==> src/rtl/pcn_pkg.sv <==
// Shared definitions for the stochastic check-node tracker: FSM encoding and
// the counter width helper.
package pcn_pkg;

  typedef enum logic [1:0] {
    ST_IDLE    = 2'd0,
    ST_RUN     = 2'd1,
    ST_DONE_OK = 2'd2,
    ST_DONE_TO = 2'd3
  } state_t;

  // Bits needed to hold values 0..max inclusive.
  function automatic int cnt_width(input int max);
    return (max < 1) ? 1 : $clog2(max + 1);
  endfunction

endpackage

==> src/rtl/pcn_parity.sv <==
// DEG-input XOR reduction producing the check-node parity bit.
module pcn_parity #(
  parameter int DEG = 6
) (
  input  logic [DEG-1:0] q,
  output logic           p
);

  assign p = ^q;

endmodule

==> src/rtl/pcn_track.sv <==
// Stochastic LDPC check node: forms extrinsic edge bits each decode cycle and
// tracks per-frame convergence (SAT_WIN satisfied in a row) or cycle timeout.
module pcn_track
  import pcn_pkg::*;
#(
  parameter int  DEG     = 6,
  parameter int  SAT_WIN = 16,
  parameter int  MAX_CYC = 1024,
  localparam int CW      = cnt_width(MAX_CYC)
) (
  input  logic           CLK,
  input  logic           RST,
  input  logic           start,
  input  logic           en,
  input  logic [DEG-1:0] Q,
  output logic [DEG-1:0] R,
  output logic           pc_sat,
  output logic           converged,
  output logic           timeout,
  output logic           busy,
  output logic [CW-1:0]  cyc_cnt
);

  localparam int            SW      = cnt_width(SAT_WIN);
  localparam logic [SW-1:0] SAT_LIM = SW'(SAT_WIN);
  localparam logic [CW-1:0] CYC_LIM = CW'(MAX_CYC);

  state_t         state, state_n;
  logic [SW-1:0]  sat_cnt, sat_cnt_n;
  logic [CW-1:0]  cyc_cnt_n;
  logic [DEG-1:0] r_n;
  logic           pc_sat_n, conv_n, tmo_n;
  logic           p;
  logic [SW-1:0]  sat_inc;
  logic [CW-1:0]  cyc_inc;

  pcn_parity #(.DEG(DEG)) u_parity (.q(Q), .p(p));

  assign sat_inc = sat_cnt + 1'b1;
  assign cyc_inc = cyc_cnt + 1'b1;
  assign busy    = (state == ST_RUN);

  always_ff @(posedge CLK or posedge RST) begin
    if (RST) begin
      state     <= ST_IDLE;
      R         <= '0;
      pc_sat    <= 1'b0;
      cyc_cnt   <= '0;
      sat_cnt   <= '0;
      converged <= 1'b0;
      timeout   <= 1'b0;
    end else begin
      state     <= state_n;
      R         <= r_n;
      pc_sat    <= pc_sat_n;
      cyc_cnt   <= cyc_cnt_n;
      sat_cnt   <= sat_cnt_n;
      converged <= conv_n;
      timeout   <= tmo_n;
    end
  end

  always_comb begin
    state_n   = state;
    r_n       = R;
    pc_sat_n  = pc_sat;
    cyc_cnt_n = cyc_cnt;
    sat_cnt_n = sat_cnt;
    conv_n    = converged;
    tmo_n     = timeout;

    if (start) begin
      // A new frame restarts from any state; this cycle's Q/en belong to no frame.
      state_n   = ST_RUN;
      r_n       = '0;
      pc_sat_n  = 1'b0;
      cyc_cnt_n = '0;
      sat_cnt_n = '0;
      conv_n    = 1'b0;
      tmo_n     = 1'b0;
    end else begin
      case (state)
        ST_IDLE: begin
          r_n       = '0;
          pc_sat_n  = 1'b0;
          cyc_cnt_n = '0;
          sat_cnt_n = '0;
        end
        ST_RUN: begin
          if (en) begin
            r_n       = Q ^ {DEG{p}};
            pc_sat_n  = ~p;
            cyc_cnt_n = cyc_inc;
            sat_cnt_n = p ? '0 : sat_inc;
            // Convergence takes priority when it lands on the last budgeted cycle.
            if (!p && sat_inc == SAT_LIM) begin
              state_n = ST_DONE_OK;
              conv_n  = 1'b1;
            end else if (cyc_inc == CYC_LIM) begin
              state_n = ST_DONE_TO;
              tmo_n   = 1'b1;
            end
          end
        end
        default: ;
      endcase
    end
  end

endmodule

==> config.mk <==
export PLATFORM = sky130hd
export DESIGN_NAME = pcn_track
export DESIGN_NICKNAME = d
export VERILOG_FILES = /design/src/rtl/pcn_pkg.sv /design/src/rtl/pcn_parity.sv /design/src/rtl/pcn_track.sv
export SDC_FILE = /design/constraint.sdc
export NUM_CORES = 1
export LEC_CHECK = 0
export ABC_CLOCK_PERIOD_IN_PS = 2300
export CORE_MARGIN = 4
export CORE_UTILIZATION = 51
export DETAILED_ROUTE_END_ITERATION = 10
export PLACE_DENSITY = 0.78
export SYNTH_ARGS = -nofsm -noshare
export SYNTH_HDL_FRONTEND = slang
export SYNTH_SLANG_ARGS = --single-unit
==> constraint.sdc <==
create_clock -name CLK -period 2.3 [get_ports CLK]
set_input_delay 0.46 -clock CLK [delete_from_list [all_inputs] [get_ports CLK]]
set_output_delay 0.46 -clock CLK [all_outputs]
set_load 0.03 [all_outputs]
Word level (Yosys, flattened, before mapping)
Index checks and enable logic that the tools add are counted.
{"block": "word_totals", "regBits": 27, "input_bits": 10, "out_inout_bits": 21, "word_cells": 57}
{"block": "classes", "add_sub_neg": 2, "eq_ne": 5, "mux": 27, "n_bitwise": 2, "reduce_logical": 14}
{"cell": "$mux 11", "n": 2}
{"cell": "$pmux 11 s2", "n": 1}
{"cell": "$mux 5", "n": 3}
{"cell": "$mux 6", "n": 2}
{"cell": "$pmux 6 s2", "n": 1}
{"cell": "$add 11x1->11 const B", "n": 1}
{"cell": "$eq 11x11->1 const B", "n": 1}
{"cell": "$mux 1", "n": 11}
{"cell": "$mux 2", "n": 5}
{"cell": "$pmux 5 s2", "n": 1}
{"cell": "$reduce_bool 2->1", "n": 4}
{"cell": "$reduce_and 3->1", "n": 2}
{"cell": "$reduce_bool 3->1", "n": 2}
{"cell": "$reduce_xor 6->1", "n": 1}
{"cell": "$xor 6x6->6", "n": 1}
{"cell": "$add 5x1->5 const B", "n": 1}
{"cell": "$eq 5x5->1 const B", "n": 1}
{"cell": "$reduce_and 4->1", "n": 1}
{"cell": "$ne 3x3->1 const B", "n": 1}
{"cell": "$eq 2x1->1 const B", "n": 1}
{"cell": "$logic_not 2->1", "n": 1}
{"cell": "$ne 2x2->1 const B", "n": 1}
{"cell": "$pmux 1 s2", "n": 1}
{"cell": "$reduce_and 2->1", "n": 1}
{"cell": "3 further kinds", "n": 3}

Longest topological paths before layout
Gate-level depths: netlist (run 1).
{"block": "logic_depth", "word_depth": 7, "mapped_depth": 7, "depth_no_buf": 6}

By module
From an unflattened synthesis (run 1), not the netlist that was laid out.
{"block": "unflattened", "hier_cells": 167, "area_unflattened_um2": 1531.5}
{"mod": "pcn_track", "instances": 1, "cells_each": 163, "area_each_um2": 1475.2, "seq_area_each_um2": 675.6}
{"mod": "pcn_parity", "instances": 1, "cells_each": 4, "area_each_um2": 56.3, "seq_area_each_um2": 0.0}

Worst setup path after synthesis (run 1)
No wires, ideal clock.
{"block": "synth_path", "path_kind": "register -> register", "from": "reg cyc_cnt[0]", "to": "reg timeout", "arrival_ns": 1.773, "required_ns": 2.214, "slack_ns": 0.441, "stages_incl_launch_ff": 8, "n_path_buf": 1, "synth_period_minus_slack_ns": 1.859, "path_cell_list": "dfrtp_1 ha_1 clkbuf_2 nand2_1 or2_2 a211oi_1 a31oi_1 nor3_1"}
{"block": "synth_via", "elab_chain_len": 4}
{"item": "start, declared", "line": "pcn_track.sv:21", "source": "output logic [CW-1:0] cyc_cnt"}
{"item": "start signal, assigned", "line": "pcn_track.sv:56", "source": "cyc_cnt <= cyc_cnt_n;"}
{"item": "$add 11x1->11", "line": "pcn_track.sv:40", "source": "assign cyc_inc = cyc_cnt + 1'b1;"}
{"item": "$eq 11x11->1", "line": "pcn_track.sv:99", "source": "end else if (cyc_inc == CYC_LIM) begin"}
{"item": "$reduce_bool 2->1 (no line)"}
{"item": "$reduce_and 4->1 (no line)"}
{"item": "end signal, assigned", "line": "pcn_track.sv:59", "source": "timeout <= tmo_n;"}
{"item": "end, declared", "line": "pcn_track.sv:19", "source": "output logic timeout,"}
No other way between the ends.
A chain may end at the register's enable or synchronous reset.

Worst setup path in the final report (run 1)
{"block": "layout_path", "from": "reg cyc_cnt[6]", "to": "out cyc_cnt[6]"}
No word-level cell between the ends.

==> results of run 1 <==
==> cell families (layout without fill, tap and decap cells) <==
group / Yosys count / count (layout) / synth area share [%]
AO/OA/AOI/OAI: 53 / 53 / 22.14
XOR/XNOR: 12 / 12 / 8.212
adder cells (fa/ha/maj): 3 / 3 / 2.416
buffers and inverters: 13 / 43 / 3.542
flip-flops: 27 / 27 / 43.48
multiplexers: 1 / 1 / 0.7246
AND/OR/NAND/NOR: 54 / 54 / 19.49
==> area by class of cell <==
cell class / instances / share of cell area [%]
Inverter: 4 / 0.7833
Clock buffer: 4 / 1.371
Multi-Input combinational cell: 123 / 42.95
Sequential cell: 27 / 35.25
Tap cell: 31 / 2.023
Timing Repair Buffer: 35 / 17.62
==> Yosys cell counts, drive strengths merged (2+ instances only) <==
library cell / count
dfrtp: 27
o21ai: 24
nor2: 11
xnor2: 11
nand2: 9
nand3: 8
a22o: 6
a31oi: 5
clkbuf: 5
nand4: 5
buf: 4
inv: 4
o31ai: 4
a21oi: 3
and2: 3
ha: 3
nor3: 3
a211oi: 2
a21o: 2
and3: 2
and4: 2
nand2b: 2
nand3b: 2
nor4: 2
o41ai: 2
or2: 2
==> through the flow <==
| stage | cell area, sq um | setup WS [ns] | cells | utilization (%) |
|---|---|---|---|---|
| 2_1_floorplan | 1554 | 0.4406 | 163 | - |
| 3_5_place_dp | 1891 | 0.02103 | 220 | 66.83 |
| 6_report | 1917 | 0.1527 | 224 | 67.76 |
| 4_1_cts | 1917 | 0.1390 | 224 | 67.76 |
| 3_3_place_gp | 1891 | 0.06751 | 220 | 66.83 |
| 5_1_grt | 1917 | 0.06002 | 224 | 67.76 |
==> how the worst min path moves through the flow <==
stage / from / to / slack (ns) / cells after the start
2_1_floorplan: sat_cnt[3] / sat_cnt[3] / 0.47 / 1
3_3_place_gp: R[3] / R[3] / 0.47 / 2
3_5_place_dp: pc_sat / pc_sat / 0.47 / 1
4_1_cts: RST / cyc_cnt[2] / 0.50 / 3
5_1_grt: RST / cyc_cnt[2] / 0.52 / 3
6_report: RST / R[2] / 0.49 / 3
==> power groups by stage <==
stage | sequential [mW] | combinational [mW] | clock (mW)
final | 0.518 | 0.255 | 0.212
after global routing | 0.522 | 0.278 | 0.240
after CTS | 0.519 | 0.259 | 0.215
after detailed placement | 0.527 | 0.257 | 0
after global placement | 0.525 | 0.252 | 0
after floorplan | 0.564 | 0.124 | 0
==> layer usage <==
metal | track usage [%] | up-vias | part of all wire, %
met5 | 0 | - | 0
met4 | 7.817 | 0 | 1.1
met3 | 4.085 | 4 | 6.3
met2 | 31.09 | 55 | 46
met1 | 24.74 | 663 | 46
li1 | - | 664 | -
==> sequential cells by signal (all words and copies together), names as in the netlist <==
name / flops
cyc_cnt: 11
state: 2
timeout: 1
pc_sat: 1
R: 6
converged: 1
sat_cnt: 5
==> impl_metrics.toml, run 1 <==
[setup_path]
cpPeakStageDelay_ns = 0.75
endpoint = "cyc_cnt[6]"
required_ns = 1.84
crit_buf_inv = 1
cp-start-kind = "flip-flop"
critical_path_depth = 1
worstPathMaxFanout = 14
crit_start = "cyc_cnt[6]"
setup.worst_path.end_class = "output port"
path_delay_family = "buffers and inverters"
worstPathCellList = "clkdlybuf4s50_1"
reg2reg_from = "cyc_cnt[0]"
critPathKind = "reg -> out"
cp_slowest_cell = "clkdlybuf4s50_1"
ff2ff_path_depth = 6
timing.rr.end = "timeout"
reg2reg_slack_ns = 0.35
worstPathArrival_ns = 1.69

[sta]
fin_worst_skew_ns = 0.001403
tns_ns = 0
fin_crit_sh_pct = 93.36
finalSetupViolations = 0
whs_ns = 0.4909
slew_headroom_pct = 50.21
tightest_slew_ns = 0.7441
grt_setup_unrepaired = "no"
layout_min_cycle_time_ns = 2.147
final_hold_viol_count = 0
fmax_ghz = 0.4657
slew_violations = 0

[pwr]
p_clk_share_pct = 21.6
p_sw_share_pct = 30.96
cellLeakagePower_nw = 0.7945
max-vdd-ir-drop_v = 0.0003645
p_total_mw = 0.9858
p_switching_mw = 0.3052
powerDensity_mw_per_mm2 = 514.3
combPwrFrac_pct = 25.9
pwr-share-seq_pct = 52.6
p_int_mw = 0.6806

[clocking]
cts_tree = "done"
cts_buffers = 3
cts_resized = 0
cts_sinks = 27
clockBufferDepth = 2
hold_buffers = 0
h-tree-depth = 1
clockRootBuffer = "clkbuf_4"
worstSkewPairLatency_ns = 0.33
post-cts-setup-buffer-count = 0
cts.clk_slew.worst_paths_ns = 0.15

[floorplanning]
die_h_um = 63.20
rows = 19
core_area_sq_mm = 0.002829
ios = 31
initial_utilization_pct = 54.93
die_w_um = 63.20
die-area_sq_mm = 0.003994

[synth]
avgSynthCellArea_sq_um = 9.534
synth-main-ff-cell = "dfrtp_1"
yosysSeqAreaShare_pct = 43.48
synth-edff-count = 0
yosysWarnings = 0
syn_inst = 163
synth_cell_types = 44
synth_area_leaders = "dfrtp_1 43%, o21ai_0 6.8%, xnor2_1 5.6%"
synth_top_area_share_pct = 43.48
netlist_area_sq_mm = 0.001554
async_reset_ff_share_pct = 100.0
ys_seq_elements = 27
yosysTopAreaCell = "dfrtp_1"
synth_fp_nets = 176

[layout]
seqCellArea_sq_um = 675.6
fillers = 233
multi_input_area_sq_um = 823.3
antenna_cells = 0
syn_to_final_growth_pct = 23.35
drive_above_1_share_pct = 8.290
mostFrequentLayoutCell = "clkdlybuf4s50_1"
final_cell_mix = "30 x clkdlybuf4s50_1, 27 x dfrtp_1, 21 x o21ai_0"
nets = 207

[global_route]
antenna_found_initial = 0
grt_max_degree = 28
grt_pass1_vias = 1344
overflow = 0
grt_pass1_wl_um = 6154
grt_usage_pct = 19.12

[drt]
vias_per_cell = 6.188
drc_errors = 0
routed_wl_um = 3568
vias = 1386
dr.pass1.iters = 5
routedWlPerCell_um = 15.93
ant_nets = 0
dr.first_iter.drc_count = 79

[placed_design]
gp_congestion = 0.8459
portBuffers = 30
place_hpwl_um = 2596

[hold_path]
hold_path.class = "in -> async"

[status]
status = "finished, final reports clean"

[flow_run]
cap_violations = 0
(Power assumes the default switching activity.)
==> inputs of run 2 (changes only) <==
--- a/config.mk
+++ b/config.mk
@@ -6,7 +6,7 @@
 export NUM_CORES = 1
 export LEC_CHECK = 0
 export ABC_CLOCK_PERIOD_IN_PS = 2300
-export CORE_MARGIN = 4
+export CORE_MARGIN = 5
 export CORE_UTILIZATION = 51
 export DETAILED_ROUTE_END_ITERATION = 10
 export PLACE_DENSITY = 0.78
==> impl_metrics.toml, run 2 (same netlist as run 1, synthesis figures left out) <==
[layout]
nets = 207
final_cell_mix = "30 x clkdlybuf4s50_1, 27 x dfrtp_1, 21 x o21ai_0"
largest_register_ff_count = 11
reg_top3 = "cyc_cnt: 11 flops, R: 6 flops, sat_cnt: 5 flops"
syn_to_final_growth_pct = 23.75
top_register = "cyc_cnt"
antenna_cells = 0
seqCellArea_sq_um = 675.6
fillers = 238
drive_above_1_share_pct = 8.808
multi_input_area_sq_um = 823.3
mostFrequentLayoutCell = "clkdlybuf4s50_1"
final_cells = 226

[pwr]
cellLeakagePower_nw = 0.7935
max-vdd-ir-drop_v = 0.0003113
powerDensity_mw_per_mm2 = 514.1

[clocking]
hold_buffers = 0
worstSkewPairLatency_ns = 0.33
h-tree-depth = 1
clockBufferDepth = 2
cts_resized = 0
cts_tree = "done"
cts_buffers = 3
cts_sinks = 27
post-cts-setup-buffer-count = 0
cts.clk_slew.worst_paths_ns = 0.16
clockRootBuffer = "clkbuf_4"

[floorplanning]
die-area_sq_mm = 0.004251
die_h_um = 65.20
rows = 20
ios = 31
core_area_sq_mm = 0.002978
die_w_um = 65.20
initial_utilization_pct = 52.18

[setup_path]
path_delay_family = "buffers and inverters"
cpPeakStageDelay_ns = 0.75
critPathKind = "reg -> out"
worstPathArrival_ns = 1.70
cp-start-kind = "flip-flop"
reg2reg_from = "cyc_cnt[1]"
setup.worst_path.end_class = "output port"
cp_slowest_cell = "clkdlybuf4s50_1"
worstPathMaxFanout = 14
crit_start = "cyc_cnt[6]"
crit_buf_inv = 1
worstPathCellList = "clkdlybuf4s50_1"
required_ns = 1.84

[drt]
dr.pass1.iters = 4
drc_errors = 0
ant_nets = 0
vias = 1343
dr.first_iter.drc_count = 97
vias_per_cell = 5.942
routed_wl_um = 3455
routedWlPerCell_um = 15.29

[sta]
slew_violations = 0
final_hold_viol_count = 0
fin_worst_skew_ns = 0.006996
layout_min_cycle_time_ns = 2.156
whs_ns = 0.4546
fin_crit_sh_pct = 93.73
fmax_ghz = 0.4638
finalSetupViolations = 0
tightest_slew_ns = 1.015
slew_headroom_pct = 32.11
grt_setup_unrepaired = "no"
setup_ws_ns = 0.1441

[placed_design]
gp_congestion = 0.8062
place_inst = 222
dpl_worst_slack_ns = -0.02687
portBuffers = 30
place_hpwl_um = 2467

[hold_path]
hold_path.class = "in -> async"

[global_route]
overflow = 0
antenna_found_initial = 0
grt_pass1_vias = 1297
grt_max_degree = 28
grt_pass1_wl_um = 5899
grt_usage_pct = 17.26

[status]
status = "finished, final reports clean"

[flow_run]
cap_violations = 0
-- run 2: cell types whose count changed in the layout (fill, tap and decap cells not counted), sizes merged --
cell,previous run,this run
clkbuf,4,3
clkinvlp,0,1
-- run 2: path summary, 6_finish.rpt --
kind                              end  slack (ns)  depth (start not counted)
min                              R[0]        0.45                          3
max in group asynchronous  cyc_cnt[5]        1.59                          3
min reg2reg                    pc_sat        0.50                          1
max reg2reg                   timeout        0.39                          6
max                        cyc_cnt[6]        0.14                          1
min in group CLK               pc_sat        0.50                          1
-- run 2: metrics by stage --
stage,setup TNS [ns],cell area [sq um],power [mW],utilization (%)
after detailed placement,-0.08027,1893,0.7820,63.57
final,0,1923,0.9887,64.58
after global placement,0,1893,0.7766,63.57
after global routing,0,1923,1.044,64.58
after floorplan,0,1554,0.6880,-
after CTS,0,1923,1.003,64.58
-- run 2: where the power goes --
part / total (mW) / internal, mW / leakage (nW) / switching [mW]
logic: 0.255 / 0.115 / 0.414 / 0.140
registers: 0.518 / 0.498 / 0.365 / 0.0199
clock network: 0.216 / 0.0665 / 0.0139 / 0.150
-- run 2: per-layer routing --
| layer | up-vias | routed length [um] | GRT usage, % |
|---|---|---|---|
| li1 | 672 | - | - |
| met1 | 618 | 1670 | 23.88 |
| met2 | 49 | 1569 | 27.94 |
| met3 | 4 | 182 | 2.564 |
| met4 | 0 | 32 | 5.181 |
| met5 | - | 0 | 0 |
-- run 2: layout make-up --
type                    count  area share, %
clock inverters             1         0.3904
clock buffers               3          1.171
flip-flops and latches     27          35.13
multi-input cells         123          42.81
well taps                  33          2.147
inverters                   4         0.7807
repair buffers             35          17.57
==> inputs of run 3 (changes only) <==
--- a/config.mk
+++ b/config.mk
@@ -10,6 +10,7 @@
 export CORE_UTILIZATION = 51
 export DETAILED_ROUTE_END_ITERATION = 10
 export PLACE_DENSITY = 0.78
+export SLEW_MARGIN = 20
 export SYNTH_ARGS = -nofsm -noshare
 export SYNTH_HDL_FRONTEND = slang
 export SYNTH_SLANG_ARGS = --single-unit
==> constraint.sdc (replaced) <==
create_clock -name CLK -period 2.3 [get_ports CLK]
set_input_delay 0.46 -clock CLK [delete_from_list [all_inputs] [get_ports CLK]]
set_output_delay 0.46 -clock CLK [all_outputs]
set_load 0.005 [all_outputs]
==> results of run 3 <==
Same layout as run 2 (identical final DEF). Status: finished, final reports clean.
Main changes from that run: setup slack after layout 0.1441 ns -> 0.3026 ns; start point of the critical path cyc_cnt[6] -> en; end point of the critical path cyc_cnt[6] -> cyc_cnt[3]; total power 0.9887 mW -> 0.9490 mW; worst IR drop on VDD 0.0003113 V -> 0.0002987 V
